==> src/rtl/fixed_accum.sv <==
// fixed_accum: saturating reduction of a stream of Q18.25 fixed-point words.
//
// A reduction begins with start_i/len_i in IDLE, takes len_i beats over a
// valid/ready input, and presents the saturated sum with a valid/ready
// output handshake. The sum keeps the input's 25 fractional bits; only the
// integer part is wider.
//
// Ports
//   clk, reset_n             : clock, synchronous active-low reset
//   start_i, len_i           : request a reduction of len_i beats (IDLE only)
//   fixed_valid_i, fixed_in  : input word stream (Q18.25, two's complement)
//   fixed_ready_o            : high in ACCUM; a beat moves on valid & ready
//   sum_valid_o, sum_o, sat_o: completed result and its sticky saturation flag
//   sum_ready_i              : consumer takes the result (DONE only)
//   busy_o                   : any state other than IDLE
module fixed_accum #(
  parameter int DATA_W = 44,
  parameter int ACC_W  = 48,
  parameter int CNT_W  = 10
) (
  input  logic              clk,
  input  logic              reset_n,
  input  logic              start_i,
  input  logic [CNT_W-1:0]  len_i,
  input  logic              fixed_valid_i,
  input  logic [DATA_W-1:0] fixed_in,
  output logic              fixed_ready_o,
  output logic              sum_valid_o,
  output logic [ACC_W-1:0]  sum_o,
  input  logic              sum_ready_i,
  output logic              sat_o,
  output logic              busy_o
);

  typedef enum logic [1:0] {S_IDLE, S_ACCUM, S_DONE} state_t;

  localparam logic [ACC_W-1:0] ACC_MAX = {1'b0, {(ACC_W-1){1'b1}}};
  localparam logic [ACC_W-1:0] ACC_MIN = {1'b1, {(ACC_W-1){1'b0}}};

  state_t             state_q, state_d;
  logic [ACC_W-1:0]   acc_q,   acc_d;
  logic               flag_q,  flag_d;   // running saturation flag
  logic [CNT_W-1:0]   cnt_q,   cnt_d;    // beats still to come
  logic [ACC_W-1:0]   sum_q,   sum_d;
  logic               sat_q,   sat_d;

  logic               beat;
  logic [ACC_W:0]     add_full;
  logic               ovf;
  logic [ACC_W-1:0]   acc_sat;

  // One extra bit of headroom: overflow shows as the top two bits differing,
  // and the top bit then tells which rail to clamp to.
  always_comb begin
    add_full = {acc_q[ACC_W-1], acc_q}
             + {{(ACC_W+1-DATA_W){fixed_in[DATA_W-1]}}, fixed_in};
    ovf      = add_full[ACC_W] ^ add_full[ACC_W-1];
    if (!ovf)                 acc_sat = add_full[ACC_W-1:0];
    else if (add_full[ACC_W]) acc_sat = ACC_MIN;
    else                      acc_sat = ACC_MAX;
  end

  assign beat = fixed_valid_i && (state_q == S_ACCUM);

  always_comb begin
    state_d = state_q;
    acc_d   = acc_q;
    flag_d  = flag_q;
    cnt_d   = cnt_q;
    sum_d   = sum_q;
    sat_d   = sat_q;
    case (state_q)
      S_IDLE: begin
        if (start_i) begin
          if (len_i != '0) begin
            cnt_d   = len_i;
            acc_d   = '0;
            flag_d  = 1'b0;
            state_d = S_ACCUM;
          end else begin
            // Empty reduction: result is an unsaturated zero.
            sum_d   = '0;
            sat_d   = 1'b0;
            state_d = S_DONE;
          end
        end
      end
      S_ACCUM: begin
        if (beat) begin
          // Accumulation continues from the clamped value after saturation.
          acc_d  = acc_sat;
          flag_d = flag_q | ovf;
          cnt_d  = cnt_q - CNT_W'(1);
          if (cnt_q == CNT_W'(1)) begin
            sum_d   = acc_sat;
            sat_d   = flag_q | ovf;
            state_d = S_DONE;
          end
        end
      end
      S_DONE: begin
        if (sum_ready_i) state_d = S_IDLE;
      end
      default: state_d = S_IDLE;
    endcase
  end

  always_ff @(posedge clk) begin
    if (!reset_n) begin
      state_q <= S_IDLE;
      acc_q   <= '0;
      flag_q  <= 1'b0;
      cnt_q   <= '0;
      sum_q   <= '0;
      sat_q   <= 1'b0;
    end else begin
      state_q <= state_d;
      acc_q   <= acc_d;
      flag_q  <= flag_d;
      cnt_q   <= cnt_d;
      sum_q   <= sum_d;
      sat_q   <= sat_d;
    end
  end

  assign fixed_ready_o = (state_q == S_ACCUM);
  assign sum_valid_o   = (state_q == S_DONE);
  assign busy_o        = (state_q != S_IDLE);
  assign sum_o         = sum_q;
  assign sat_o         = sat_q;

endmodule
==> config.mk <==
export PLATFORM = sky130hd
export DESIGN_NAME = fixed_accum
export DESIGN_NICKNAME = d
export VERILOG_FILES = /design/src/rtl/fixed_accum.sv
export SDC_FILE = /design/constraint.sdc
export NUM_CORES = 1
export LEC_CHECK = 0
export BUFFER_PORTS_ARGS = -buffer_cell sky130_fd_sc_hd__buf_2
export CAP_MARGIN = 20
export CORE_MARGIN = 5
export CORE_UTILIZATION = 59
export CTS_BUF_LIST = sky130_fd_sc_hd__clkbuf_8
export DETAILED_ROUTE_END_ITERATION = 8
export PLACE_DENSITY = 0.87
export SLEW_MARGIN = 20
export SYNTH_ARGS = -nofsm -noshare
export SYNTH_HDL_FRONTEND = slang
export SYNTH_SLANG_ARGS = --single-unit
==> constraint.sdc <==
create_clock -name clk -period 4.5 [get_ports clk]
set_input_delay 0.45 -clock clk [delete_from_list [all_inputs] [get_ports clk]]
set_output_delay 0.45 -clock clk [all_outputs]
set_load 0.01 [all_outputs]
* Word-level counts from Yosys, hierarchy flattened
Index checks and enable logic that the tools add are counted.
** Storage, ports and cells
- Latch bits :: 0
- Bits in read-only memories :: 0
- RAM bits :: 0
- Flip-flop bits (word level) :: 110
- Memories :: 0
** Cells by class
- Reductions and logical operators :: 8
- Shift-type cells :: 0
- $add $sub $neg :: 2
- $mul :: 0
- Bitwise gates (word level) :: 2
- Multiplexer cells :: 30
- Div/mod/pow operators :: 0
- Order comparisons :: 0
- Equal/unequal tests :: 9
** Operators with widths (number)
- two-way mux 48 bit :: 9
- case mux 48 bit (2 select lines) :: 2
- adder 48 x 44 -> 49 bit :: 1
- two-way mux 10 bit :: 3
- case mux 10 bit (2 select lines) :: 1
- equality test 10 x 1 -> 1 bit (second input constant) :: 1
- two-way mux 2 bit :: 5
- nonzero test 10 bit :: 1
- subtractor 10 x 1 -> 10 bit (second input constant) :: 1
- AND reduction 4 bit :: 2
- two-way mux 1 bit :: 7
- != test 2 x 1 -> 1 bit (second input constant) :: 3
- != test 2 bit (second input constant) :: 3
- case mux 2 bit (3 select lines) :: 1
- AND reduction 5 bit :: 1
- case mux 1 bit (2 select lines) :: 2
- nonzero test 2 bit :: 2
- equality test 2 x 1 -> 1 bit (second input constant) :: 1
- equality test 2 bit (second input constant) :: 1
- logical NOT 2 bit :: 1
- logical AND 1 bit :: 1
- bitwise OR 1 bit :: 1
- bitwise XOR 1 bit :: 1

* Longest topological paths before layout
- Depth in word-level cells :: 6
- Gate-level depth with buffers :: 14

* Worst setup path after synthesis
OpenSTA, ideal clock, no wires.
- Path type :: in2reg
- Start :: input port fixed_in[0]
- End :: register sum_q[42] (netlist: sum_o[42])
- Buffers on the path :: 0
- Slack :: 1.071 ns
- Library setup time :: 0.117 ns
- Data required time :: 4.383 ns
- Stages on the path :: 12
- Arrival time :: 3.311 ns
- Path through :: ha_1 -> fa_1 -> a21oi_1 -> o211a_1 -> o22a_1 -> a211o_2 -> a211oi_2 -> or4_1 -> a32o_1 -> or4_1 -> a31o_1 -> a22o_2
** Between the ends
- Longest elaborated chain between the ends :: 6
- Elaborated cells on any way between the ends :: 7
** Ends and longest elaborated chain
- start, declared :: line 26 : input logic [DATA_W-1:0] fixed_in,
- adder 48 x 44 -> 49 bit * :: line 56 : + {{(ACC_W+1-DATA_W){fixed_in[DATA_W-1]}}, fixed_in};
- two-way mux 48 bit or bitwise XOR 1 bit (tied branches) :: line 59, 57
- two-way mux 48 bit * :: line 58 : if (!ovf) acc_sat = add_full[ACC_W-1:0];
- two-way mux 48 bit * :: line 94 : if (cnt_q == CNT_W'(1)) begin
- two-way mux 48 bit * :: line 89 : if (beat) begin
- case mux 48 bit (2 select lines) * :: line 72 : case (state_q)
- end signal, assigned :: line 121 : sum_q <= sum_d;
- end, declared :: line 44 : logic [ACC_W-1:0] sum_q, sum_d;
Mark *: on every way between the ends. The rest lies on a longest branch, timed or not. The select of a mux whose other input is x is not followed.
A chain may end at the register's enable or synchronous reset.

* Final worst setup path
- Start :: register acc_q[0]
- End :: register sum_q[42] (netlist: sum_o[42])
** Between the ends
- Longest elaborated chain between the ends :: 6
- Elaborated cells on any way between the ends :: 7
** Ends and longest elaborated chain
- start, declared :: line 41 : logic [ACC_W-1:0] acc_q, acc_d;
- start signal, assigned :: line 111 : acc_q <= '0;
- start signal, assigned :: line 118 : acc_q <= acc_d;
- adder 48 x 44 -> 49 bit * :: line 56
- two-way mux 48 bit or bitwise XOR 1 bit (tied branches) :: line 59, 57
- two-way mux 48 bit * :: line 58
- two-way mux 48 bit * :: line 94
- two-way mux 48 bit * :: line 89
- case mux 48 bit (2 select lines) * :: line 72
Marked as above.

==> run_results.csv <==
group,metric,value,unit
timing,min_period,3610,ps
global_routing,top_usage_layer,"met2",
global_routing,grt_first_pass_wirelength,31000,um
route,drt-wirelength-per-cell,16.5,um
global_routing,grt_pass1_vias,6491,
worst_setup_path,worstPathRequired,4800,ps
worst_setup_path,endpoint_kind,"flop",
global_routing,grt_max_degree,42,
timing,slew_headroom,54.1,%
run,maxCapViolCount,0,
timing,drv_slew,0,
timing,fmaxAchievable,0.277,GHz
cts,hold_buffers,0,
power,p_leak,0.00353,uW
floorplan,die_h,119,um
cts,cts_sinks,110,
logic_synthesis,yosysSeqAreaShare,31.5,%
floorplan,initial_core_util,60.7,%
cts,clk_pin_slew,110,ps
placed_design,io_buffer_count,110,
cts,clk_latency,410,ps
worst_setup_path,startpoint_type,"flop",
floorplan,die_w,119,um
worst_hold_path,holdCritPathClass,"input port to flop",
logic_synthesis,synth_area_leaders,"dfxtp_1 (31%), o21ai_0 (9.1%), ha_1 (8.9%)",
global_routing,grt-ovfl-total,0,
power,power.density,316,mW/mm^2
floorplan,ioPinCount,111,
timing,worst_pin_slew,687,ps
logic_synthesis,synth_nets,1016,
logic_synthesis,dominantRegCellSynth,"dfxtp_1",
global_routing,use_met2,42.3,%
final_layout,finalNetCount,1096,
cts,cts_buffers,9,
worst_setup_path,worstPathMaxFanout,40,
power,ir_drop,0.000235,V
logic_synthesis,synth_most_common_cell,"o21ai_0",
logic_synthesis,ys_types,75,
power,power,2460,uW
logic_synthesis,yosysTopAreaCellShare,31.5,%
floorplan,rows,39,
logic_synthesis,syn_inst,906,
final_layout,fin_cells,1134,
global_routing,track_usage,26.4,%
logic_synthesis,synth.yosys.warnings,0,
logic_synthesis,synth_seq_cells,110,
cts,tritoncts,"done",
timing,setup_tns,0,ps
logic_synthesis,synth_enable_flop_cells,0,
timing,clock_skew,18.4,ps
route,drtAntennaViolNets,0,
floorplan,core,0.0115,mm^2
worst_setup_path,crit_type,"flop to flop",
final_layout,antenna_cells,0,
cts,cts.htree.levels,3,
final_layout,fillers,993,
placed_design,dpl_worst_slack,713,ps
final_layout,drive_gt1_share,16.1,%
global_routing,use_met1,35.2,%
logic_synthesis,synth_top_cells_by_count,"o21ai_0 (127), nand2_1 (124), dfxtp_1 (110), a21oi_1 (78), nor2_1 (73)",
timing,fin_ws,894,ps
cts,cts_buffer_depth,2,
route,vias,6950,
placed_design,placedCellCount,1118,
worst_setup_path,cp.arrival,3910,ps
cts,cts_setup_buffers,0,
timing,fin_crit_sh,80.1,%
cts,post_cts_resized,0,
cts,cts-root-buf,"clkbuf_8",
logic_synthesis,synth_top_area_cell,"dfxtp_1",
timing,rsz0062_at_grt,"false",
timing,finalHoldViolations,0,
route,viasPerCell,6.13,
route,drtPass1Iterations,7,
placed_design,dpl.hpwl,14000,um
global_routing,grtUsageMet3,5.12,%
route,drt-initial-drc-count,597,
run_status,status,"finished clean",
timing,setup_violations,0,
logic_synthesis,synth_async_sr_flop_share,0,%
floorplan,die_area,0.0141,mm^2
logic_synthesis,avgSynthCellArea,7.72,um^2
route,wirelength,18700,um
route,remaining_drc_errors,0,
placed_design,gp_congestion,0.992,
logic_synthesis,netlist_area,0.00699,mm^2
final_layout,area_delta_synth_final,11.0,%
global_routing,antenna_found_initial,0,
## per-stage QoR
| stage | cell area, um^2 | hold WS, ps | utilization, % |
|---|---|---|---|
| finish | 7760 | 383 | 67.4 |
| global route | 7760 | 384 | 67.4 |
| detailed placement | 7570 | 438 | 65.7 |
| global placement | 7570 | 429 | 65.7 |
| CTS | 7760 | 369 | 67.4 |
| floorplan | 6990 | 429 | - |
## logic make-up (layout without fill, tap and decap cells)
group                    Yosys count  in the layout  synth area share, %
AND/OR/NAND/NOR                  303            303                 20.1
XOR/XNOR                          40             40                 5.01
buffers and inverters             64            149                 3.92
multiplexers                       3              3                0.447
AO/OA/AOI/OAI                    335            335                 29.8
flip-flops                       110            110                 31.5
adder cells (fa/ha/maj)           51             51                 9.23
## routing by layer
layer  part of all wire [%]  vias to the layer above
met4                    2.6                        0
met2                     45                      261
met1                     45                     3220
li1                       -                     3424
met3                    7.0                       45
met5                      0                        -
## where the power goes
part / total, uW / internal [uW] / switching [uW]
combinational: 781 / 292 / 488
clock: 598 / 237 / 361
sequential: 1080 / 1030 / 43.8
## sequential cells by signal (all words and copies together), names as in the netlist
name	count
state_q	2
acc_q	48
flag_q	1
sum_o	48
sat_o	1
cnt_q	10
## final cells by class
cell class	instances	area (um^2)	share of cell area, %
Multi-Input combinational cell	732	4520	58.3
Sequential cell	110	2200	28.4
Timing Repair Buffer	118	611	7.87
Tap cell	143	179	2.30
Clock buffer	11	151	1.95
Inverter	15	56.3	0.725
Clock inverter	5	40.0	0.516
## critical path, cell delays in order, from the launching register on
cell and delay (ps):
dfxtp_1 330, ha_1 220, fa_1 430, a21oi_1 180, o21ai_0 110, a21oi_1 240
a31oi_1 240, o2111a_1 340, o211ai_1 290, a21oi_2 170, or2_4 420, a31o_1 280
a22o_2 200
## cells in the final DEF (no fill, tap or decap), types with 9 or more instances in the layout
cell type  count
clkbuf_8      11
dfxtp_1      110
a211oi_1      11
nand2_1      124
nand2b_1      12
nor2b_1        9
a22o_1        14
a21oi_1       78
nor2_1        73
ha_1          50
xnor2_1       26
buf_2        110
o21ai_0      127
inv_1         15
o211ai_1       9
nand3_1       13
a21o_1        25
nor3_1        13
a31oi_1        9
and2_1        13
xor2_1        14
nand4_1       10
## path summary, 6_finish.rpt
check | slack [ps] | startpoint | depth (start not counted) | endpoint
setup reg to reg | 890 | acc_q[0]$_SDFFE_PN0P_ | 12 | sum_o[42]$_SDFFE_PN0P_
setup / recovery | 890 | acc_q[0]$_SDFFE_PN0P_ | 12 | sum_o[42]$_SDFFE_PN0P_
hold reg to reg | 460 | sum_o[7]$_SDFFE_PN0P_ | 2 | sum_o[7]$_SDFFE_PN0P_
hold / removal | 380 | sum_ready_i | 3 | state_q[1]$_SDFFE_PN0P_
Power figures use the tool's default switching activity.
